File: src/rtl/hazard_ctrl.sv
// rtl/hazard_ctrl.sv - pipeline hazard controller: load-use stall, branch flush, memory-wait freeze
// Same-cycle control outputs from state and inputs; a timed-out or abandoned memory wait locks into ERR.
module hazard_ctrl #(
   parameter int MEM_TIMEOUT = 255,
   parameter int CNT_W       = 16
) (
   input  logic             i_clk,
   input  logic             i_reset,
   input  logic [4:0]       i_id_rs1,
   input  logic [4:0]       i_id_rs2,
   input  logic             i_id_uses_rs1,
   input  logic             i_id_uses_rs2,
   input  logic [4:0]       i_ix_rd,
   input  logic             i_ix_mem_read,
   input  logic             i_ix_br_taken,
   input  logic             i_im_mem_req,
   input  logic             i_im_mem_ready,
   output logic             o_pc_stall,
   output logic             o_if_id_stall,
   output logic             o_id_ix_bubble,
   output logic             o_if_id_flush,
   output logic             o_id_ix_flush,
   output logic             o_id_ix_stall,
   output logic             o_ix_im_stall,
   output logic             o_im_iw_bubble,
   output logic             o_mem_err,
   output logic [CNT_W-1:0] o_stall_cnt,
   output logic [CNT_W-1:0] o_flush_cnt
);

   typedef enum logic [1:0] {S_RUN, S_WAIT, S_ERR} state_t;

   localparam logic [15:0]      TIMEOUT = 16'(MEM_TIMEOUT);
   localparam logic [CNT_W-1:0] CNT_MAX = {CNT_W{1'b1}};
   localparam logic [CNT_W-1:0] CNT_ONE = CNT_W'(1);

   state_t           r_state, w_next_state;
   logic [15:0]      r_wait_cnt, w_next_wait_cnt;
   logic             r_mem_err;
   logic [CNT_W-1:0] r_stall_cnt, r_flush_cnt;
   logic             w_mem_stall, w_load_use, w_run, w_freeze;

   assign w_mem_stall = i_im_mem_req & ~i_im_mem_ready;
   assign w_load_use  = i_ix_mem_read & (i_ix_rd != 5'd0) &
                        ((i_id_uses_rs1 & (i_id_rs1 == i_ix_rd)) |
                         (i_id_uses_rs2 & (i_id_rs2 == i_ix_rd)));
   // While reset is held the outputs behave as if already back in RUN.
   assign w_run    = i_reset | (r_state == S_RUN);
   assign w_freeze = ~w_run | w_mem_stall;

   always_comb begin
      o_pc_stall     = 1'b0;
      o_if_id_stall  = 1'b0;
      o_id_ix_bubble = 1'b0;
      o_if_id_flush  = 1'b0;
      o_id_ix_flush  = 1'b0;
      o_id_ix_stall  = 1'b0;
      o_ix_im_stall  = 1'b0;
      o_im_iw_bubble = 1'b0;
      if (w_freeze) begin
         o_pc_stall     = 1'b1;
         o_if_id_stall  = 1'b1;
         o_id_ix_stall  = 1'b1;
         o_ix_im_stall  = 1'b1;
         o_im_iw_bubble = 1'b1;
      end else if (i_ix_br_taken) begin
         o_if_id_flush = 1'b1;
         o_id_ix_flush = 1'b1;
      end else if (w_load_use) begin
         o_pc_stall     = 1'b1;
         o_if_id_stall  = 1'b1;
         o_id_ix_bubble = 1'b1;
      end
   end

   always_comb begin
      w_next_state    = r_state;
      w_next_wait_cnt = r_wait_cnt;
      case (r_state)
         S_RUN: begin
            if (w_mem_stall) begin
               w_next_state    = S_WAIT;
               w_next_wait_cnt = 16'd1;
            end
         end
         S_WAIT: begin
            // A request dropped without completion is treated like a timeout.
            if (i_im_mem_ready) begin
               w_next_state    = S_RUN;
               w_next_wait_cnt = 16'd0;
            end else if (!i_im_mem_req || (r_wait_cnt == TIMEOUT)) begin
               w_next_state = S_ERR;
            end else begin
               w_next_wait_cnt = r_wait_cnt + 16'd1;
            end
         end
         S_ERR:   w_next_state = S_ERR;
         default: w_next_state = S_RUN;
      endcase
   end

   always_ff @(posedge i_clk) begin
      if (i_reset) begin
         r_state     <= S_RUN;
         r_wait_cnt  <= 16'd0;
         r_mem_err   <= 1'b0;
         r_stall_cnt <= '0;
         r_flush_cnt <= '0;
      end else begin
         r_state    <= w_next_state;
         r_wait_cnt <= w_next_wait_cnt;
         r_mem_err  <= r_mem_err | (w_next_state == S_ERR);
         if (o_pc_stall && (r_stall_cnt != CNT_MAX))
            r_stall_cnt <= r_stall_cnt + CNT_ONE;
         if (o_if_id_flush && (r_flush_cnt != CNT_MAX))
            r_flush_cnt <= r_flush_cnt + CNT_ONE;
      end
   end

   assign o_mem_err   = r_mem_err;
   assign o_stall_cnt = r_stall_cnt;
   assign o_flush_cnt = r_flush_cnt;

endmodule

File: config.mk
export PLATFORM = sky130hd
export DESIGN_NAME = hazard_ctrl
export DESIGN_NICKNAME = d
export VERILOG_FILES = /design/src/rtl/hazard_ctrl.sv
export SDC_FILE = /design/constraint.sdc
export NUM_CORES = 1
export LEC_CHECK = 0
export BUFFER_PORTS_ARGS = -buffer_cell sky130_fd_sc_hd__buf_2
export CAP_MARGIN = 10
export CORE_ASPECT_RATIO = 1.5
export CORE_MARGIN = 2
export CORE_UTILIZATION = 40
export DETAILED_ROUTE_END_ITERATION = 8
export SYNTH_ARGS = -nofsm -noshare
export SYNTH_HDL_FRONTEND = slang
export SYNTH_SLANG_ARGS = --single-unit
File: constraint.sdc
create_clock -name i_clk -period 4.5 [get_ports i_clk]
set_input_delay 0.45 -clock i_clk [delete_from_list [all_inputs] [get_ports i_clk]]
set_output_delay 0.45 -clock i_clk [all_outputs]
set_load 0.02 [all_outputs]
==> results of run 1 <==
-- cell type report --
class,instances,area (µm²)
tap,76,95.1
multi-input combinational,245,1530
clock buffer,5,68.8
inverter,11,41.3
timing repair buffer,63,315
fill,687,3390
sequential,51,1020
clock inverter,3,20.0
-- worst max-delay path by stage --
stage / startpoint / endpoint / slack [ns] / cells after the start
after floorplan: o_stall_cnt[0]$_SDFFE_PP0P_ / o_stall_cnt[1]$_SDFFE_PP0P_ / 2.45 / 9
after global placement: i_reset / o_stall_cnt[15]$_SDFFE_PP0P_ / 1.86 / 6
after detailed placement: i_reset / o_stall_cnt[15]$_SDFFE_PP0P_ / 1.80 / 6
after CTS: o_stall_cnt[0]$_SDFFE_PP0P_ / o_stall_cnt[15]$_SDFFE_PP0P_ / 2.01 / 7
after global routing: o_stall_cnt[0]$_SDFFE_PP0P_ / o_stall_cnt[15]$_SDFFE_PP0P_ / 1.75 / 7
final: o_stall_cnt[0]$_SDFFE_PP0P_ / o_stall_cnt[15]$_SDFFE_PP0P_ / 2.01 / 7
-- per-stage QoR --
| stage | cells | total power (µW) |
|---|---|---|
| 2_1_floorplan | 319 | 538 |
| 3_3_place_gp | 446 | 562 |
| 3_5_place_dp | 446 | 563 |
| 4_1_cts | 454 | 831 |
| 5_1_grt | 454 | 859 |
| 6_report | 454 | 821 |
-- state kept, by name (all words and copies together), names as in the netlist --
name and flops:
o_flush_cnt 16, o_mem_err 1, o_stall_cnt 16, r_state 2, r_wait_cnt 16
-- metal layers --
| metal | track usage, % | up-vias |
|---|---|---|
| met5 | 0 | - |
| met2 | 26.8 | 33 |
| li1 | - | 1240 |
| met1 | 20.4 | 1103 |
| met4 | 6.47 | 0 |
| met3 | 3.88 | 9 |
-- placed cells by master, fill, tap and decap left out, types with 3 or more instances in the layout --
master	netlist	layout
inv_1	11	11
a21o_1	3	3
a211oi_1	4	4
ha_1	3	3
nand2b_1	5	5
clkbuf_8	0	5
buf_2	0	63
and4_1	6	6
nand4_1	12	12
nor2_1	42	42
dfxtp_1	51	51
nand2_1	21	21
nor2b_1	5	5
and3_1	6	6
or3_1	12	12
o21ai_1	9	9
a21oi_1	21	21
o21ai_0	3	3
xnor2_1	20	20
nor3_1	9	9
nand3_1	15	15
xor2_1	16	16
-- tightest hold or removal path: cells and delay by family (launching register included) --
kind / cells / cell delay [ns]
DFF: 1 / 0.33
buffers and inverters: 1 / 0.05
AOI/OAI and AO/OA: 1 / 0.05
-- power by group through the flow --
stage                     registers, µW  clock network, µW  logic [µW]
after floorplan                     478                  0        60.9
after global placement              474                  0        88.3
after detailed placement            474                  0        89.1
after CTS                           464                277        89.4
after global routing                465                295        98.7
final                               464                270        87.9
-- kinds of logic after synthesis --
logic type      Yosys count
simple gates            145
compound gates           58
flops                    51
xor+xnor                 36
buf+inv                  23
mux                       3
fa+ha+maj                 3
==> results by group, run 1 <==
Routing
  – Drt initial violations: 84
  – Remaining DRCs: 0
  – Vias: 2385
  – Vias per inst: 5.25
  – Routed wl met3: 212 µm
  – Antenna-violating nets left: 0
  – DR WL/cell: 13.0 µm
  – Met1 WL: 2670 µm
  – WL met2: 2920 µm
  – Top sig layer: met4
  – DRT Pass-1 Iters: 4
  – Drt total wl: 5920 µm

Clock network
  – Post-CTS sizing: 0
  – TritonCTS clock tree: built
  – Root Driver: clkbuf_8
  – Longest Clk Path Bufs: 2
  – Htree depth: 2
  – CTS Buf Count: 5
  – Cts hold-fix bufs: 0
  – Reg clk slew, reported paths: 0.10 ns
  – Clk Latency, worst-skew pair: 0.31 ns
  – Number of post-CTS setup repair buffers: 0
  – # clock sinks: 51

Logic synthesis
  – Post-synthesis mux area share: 1.17%
  – Most numerous cell in the Yosys netlist: dfxtp_1
  – Mean post-synth cell area: 8.40 µm²
  – Register area share after synthesis: 38.1%
  – Synth Area in Simple Gates: 29.0%
  – Largest family of logic cells by synthesized area: simple AND/OR/NAND/NOR gates
  – Top post-synthesis cells by area: dfxtp_1 38%, xnor2_1 6.5%, nor2_1 5.9%, xor2_1 5.2%, a21oi_1 3.9%
  – Commonest cells in the netlist: 51 x dfxtp_1, 42 x nor2_1, 21 x a21oi_1, 21 x nand2_1, 20 x xnor2_1
  – Syn. warnings: 0
  – Synth Flop Type: dfxtp_1
  – Flops & latches, synth: 51
  – Number of flops mapped to enable cells by yosys: 0
  – Adder-cell share of the synthesized area: 1.40%
  – Mapped cell area: 2680 µm²
  – Syn_nets: 345
  – Synth Instances: 319
  – Ys async rst share: 0%
  – Share of the synthesized area in the top cell type: 38.1%
  – Yosys top cell by area: dfxtp_1
  – Yosys cell types: 52
  – Post-Synth XOR/XNOR Area: 11.8%
  – Synth Area in Compound Gates: 13.9%

Timing
  – Min Tclk post-route: 2.49 ns
  – Final hold viol count: 0
  – Measured slew at the worst slew-check pin: 0.873 ns
  – Setup ws final: 2.01 ns
  – Final Skew: 0.00976 ns
  – Final number of setup-violating endpoints: 0
  – Final TNS setup: 0 ns
  – Worst hold margin: 0.467 ns
  – RSZ-0062 raised after global routing: false
  – Slew headroom: 41.8%
  – Final period utilization: 55.3%
  – Max Clk Rate: 402 MHz
  – Final Max Tran Viols: 0

Floorplan
  – Initial Util: 41.3%
  – Die width: 70.8 µm
  – Die area: 7380 µm²
  – Core area: 6490 µm²
  – FP Rows: 36
  – Die Y: 104 µm
  – Io pins: 64

Worst setup path
  – Max incr delay on CP: 0.68 ns
  – Reg2Reg Depth: 7
  – Worst path required time: 4.71 ns
  – Worst setup path class: reg -> reg
  – Crit start category: register
  – Worst R2R Setup Slack: 2.01 ns
  – Critical Path End Type: register
  – Crit-path cells: ha_1 -> nand2_1 -> nor4_4 -> a21boi_1 -> a21oi_2 -> nor3_1 -> mux2_1
  – Crit Path Max Fanout: 23
  – RR Startpoint: o_stall_cnt[0]$_SDFFE_PP0P_
  – Slowest stage cell, crit path: a21oi_2
  – Worst EP arrival: 2.70 ns
  – Reg2reg end: o_stall_cnt[15]$_SDFFE_PP0P_
  – CP top delay family: compound AO/OA/AOI/OAI gates
  – Buf+Inv Stages, Crit Path: 0

Global routing
  – Largest net degree at the start of global routing: 44
  – Vias in the first global route: 2143
  – First-pass GRT wire length: 9930 µm
  – GRT Overall Usage: 16.3%
  – Initial antenna violation count: 0
  – Total grt overflow: 0

Pwr
  – Power share of the combinational group: 10.7%
  – Leakage Power: 0.00122 µW
  – Share of power burned in registers: 56.4%
  – Sw frac: 27.2%
  – Maximum vdd drop: 0.000152 V
  – Power density cells: 265 nW/µm²
  – Internal power: 598 µW
  – Power share of the clock group: 32.9%
  – Sw power: 224 µW

Cells and area
  – # diodes: 0
  – Share of layout cells above drive strength 1: 21.4%
  – NumNets Final: 403
  – Post-route cell area: 3100 µm²
  – Synth-to-layout area growth: 15.5%
  – Fin util: 47.7%

Place
  – Post-place instance area: 3010 µm²
  – PortBufs: 63
  – Final GP Congestion: 0.809
  – Detailed placement HPWL: 4380 µm
  – Pre-CTS setup slack: 1.80 ns

Min path
  – Hold depth: 2
  – Worst hold path class: reg -> reg
  – Hold EP: o_mem_err$_SDFF_PP0_
  – Hold Path Origin: o_mem_err$_SDFF_PP0_

Outcome
  – Status: completed

Flow run
  – Max_cap viols: 0
No activity file was read; power rests on OpenSTA's default activity.
==> run 2: changes to the inputs <==
==> constraint.sdc (replaced) <==
create_clock -name i_clk -period 2.3 [get_ports i_clk]
set_input_delay 0.23 -clock i_clk [delete_from_list [all_inputs] [get_ports i_clk]]
set_output_delay 0.23 -clock i_clk [all_outputs]
set_load 0.02 [all_outputs]
==> run 2 against run 1 <==
  * Hold slack got worse by 0.15 ns
  * Combinational power is 110% higher
  * Highest routed layer unchanged
  * Power increased by 100%
  * Sequential power up 95%
  * Design area grew 1.6%
  * Routed wire length is 2.2% higher
  * Critical path depth grew 1
  * First-iteration DRC count grew 14%
  * Via count up 1.9%
  * Sequential cell count unchanged
  * Largest power group unchanged
  * Critical endpoint is now o_stall_cnt[8]$_SDFFE_PP0P_
==> results by group, run 2 (same netlist as run 1, synthesis figures left out) <==
Outcome
  – Status: completed

Min path
  – Hold Path Origin: i_im_mem_req
  – Hold EP: r_state[1]$_SDFF_PP0_
  – Hold depth: 4
  – Worst hold path class: in -> reg

Global routing
  – Largest net degree at the start of global routing: 42
  – Vias in the first global route: 2333
  – Total grt overflow: 0
  – First-pass GRT wire length: 10400 µm
  – GRT Overall Usage: 16.8%
  – Initial antenna violation count: 0

Routing
  – Antenna-violating nets left: 0
  – Vias per inst: 5.29
  – Drt initial violations: 96
  – Remaining DRCs: 0
  – Vias: 2430
  – DR WL/cell: 13.2 µm
  – Drt total wl: 6050 µm
  – DRT Pass-1 Iters: 4

Worst setup path
  – CP top delay family: simple AND/OR/NAND/NOR gates
  – Crit start category: register
  – Reg2reg end: o_stall_cnt[8]$_SDFFE_PP0P_
  – Reg2Reg Depth: 8
  – Buf+Inv Stages, Crit Path: 1
  – Slowest stage cell, crit path: dfxtp_1
  – Worst path required time: 2.47 ns
  – Worst setup path class: reg -> reg
  – Crit-path cells: ha_1 -> nand2_1 -> nor4_4 -> a21boi_1 -> a21oi_2 -> buf_4 -> or4_1 -> a21oi_1
  – Worst R2R Setup Slack: 0.27 ns
  – Crit Path Max Fanout: 10
  – Max incr delay on CP: 0.41 ns
  – Worst EP arrival: 2.20 ns
  – RR Startpoint: o_stall_cnt[0]$_SDFFE_PP0P_
  – Critical Path End Type: register

Cells and area
  – Final cell count without fillers: 459
  – # diodes: 0
  – Share of layout cells above drive strength 1: 22.2%
  – NumNets Final: 408
  – Leading cell types in the layout, fill and taps excluded: 63 x buf_2, 51 x dfxtp_1, 42 x nor2_1, 21 x nand2_1, 21 x a21oi_1
  – Fin util: 48.5%
  – Commonest non-fill, non-tap cell in the layout: buf_2
  – Fill count: 671
  – Synth-to-layout area growth: 17.3%
  – Post-route cell area: 3140 µm²

Floorplan
  – Die Y: 104 µm
  – Die area: 7380 µm²
  – Io pins: 64
  – Initial Util: 41.3%
  – Die width: 70.8 µm
  – Core area: 6490 µm²
  – FP Rows: 36

Pwr
  – Power share of the combinational group: 11.1%
  – Internal power: 1240 µW
  – Maximum vdd drop: 0.000264 V
  – Sw power: 402 µW
  – Power share of the clock group: 33.6%
  – Share of power burned in registers: 55.2%
  – Leakage Power: 0.00125 µW
  – Power density cells: 522 nW/µm²
  – Sw frac: 24.5%

Clock network
  – Post-CTS sizing: 0
  – Number of post-CTS setup repair buffers: 0
  – Root Driver: clkbuf_8
  – TritonCTS clock tree: built
  – # clock sinks: 51
  – Reg clk slew, reported paths: 0.09 ns
  – Longest Clk Path Bufs: 2
  – Htree depth: 2
  – Cts hold-fix bufs: 0
  – CTS Buf Count: 5
  – Clk Latency, worst-skew pair: 0.29 ns

Flow run
  – Max_cap viols: 0

Place
  – Pre-CTS setup slack: 0.283 ns
  – Final GP Congestion: 0.791
  – Dpl cells: 451
  – Detailed placement HPWL: 4470 µm
  – Post-place instance area: 3040 µm²
  – PortBufs: 63

Timing
  – Min Tclk post-route: 2.03 ns
  – Final number of setup-violating endpoints: 0
  – Setup ws final: 0.269 ns
  – RSZ-0062 raised after global routing: false
  – Final Skew: 0.00556 ns
  – Final hold viol count: 0
  – Slew headroom: 63.6%
  – Final period utilization: 88.3%
  – Measured slew at the worst slew-check pin: 0.532 ns
  – Final TNS setup: 0 ns
  – Max Clk Rate: 492 MHz
  – Final Max Tran Viols: 0
==> run 2: cell type report <==
| class | instances | area [µm²] | share of cell area (%) |
|---|---|---|---|
| well taps | 76 | 95.1 | 3.02 |
| inverters | 11 | 41.3 | 1.31 |
| flip-flops and latches | 51 | 1020 | 32.5 |
| repair buffers | 68 | 353 | 11.2 |
| multi-input cells | 245 | 1530 | 48.8 |
| clock buffers | 8 | 100 | 3.18 |
==> run 2: tightest hold or removal path: cells and delay by family <==
family | cells | cell delay (ns)
AO/OA/AOI/OAI | 1 | 0.08
AND/OR/NAND/NOR | 2 | 0.14
buffers and inverters | 1 | 0.12
==> run 2: power by group through the flow <==
stage          registers, µW  clock network, µW  logic (µW)
6_report                 907                552         183
5_1_grt                  909                610         204
4_1_cts                  907                584         185
3_5_place_dp             927                  0         185
3_3_place_gp             927                  0         184
2_1_floorplan            934                  0         119
==> run 2: per-layer routing <==
| layer | track usage [%] | vias to the layer above | part of all wire [%] |
|---|---|---|---|
| met2 | 29.4 | 37 | 51 |
| met4 | 5.39 | 0 | 0.79 |
| met1 | 20.7 | 1136 | 45 |
| met5 | 0 | - | 0 |
| met3 | 2.71 | 4 | 3.2 |
| li1 | - | 1253 | - |
==> run 2: worst max path at each step <==
stage / endpoint / from / slack (ns) / cells past startpoint
after floorplan: o_stall_cnt[1]$_SDFFE_PP0P_ / o_stall_cnt[0]$_SDFFE_PP0P_ / 0.25 / 9
after global placement: o_stall_cnt[15]$_SDFFE_PP0P_ / o_stall_cnt[0]$_SDFFE_PP0P_ / 0.32 / 7
after detailed placement: o_stall_cnt[15]$_SDFFE_PP0P_ / o_stall_cnt[1]$_SDFFE_PP0P_ / 0.28 / 7
after CTS: o_stall_cnt[15]$_SDFFE_PP0P_ / o_stall_cnt[1]$_SDFFE_PP0P_ / 0.26 / 7
after global routing: o_stall_cnt[8]$_SDFFE_PP0P_ / o_stall_cnt[0]$_SDFFE_PP0P_ / 0.03 / 8
final: o_stall_cnt[8]$_SDFFE_PP0P_ / o_stall_cnt[0]$_SDFFE_PP0P_ / 0.27 / 8
==> run 2: through the flow <==
step | total power, µW | hold slack [ns]
global route | 1720 | 0.326
floorplan | 1050 | 0.438
finish | 1640 | 0.312
detailed placement | 1110 | 0.441
global placement | 1110 | 0.435
CTS | 1670 | 0.295
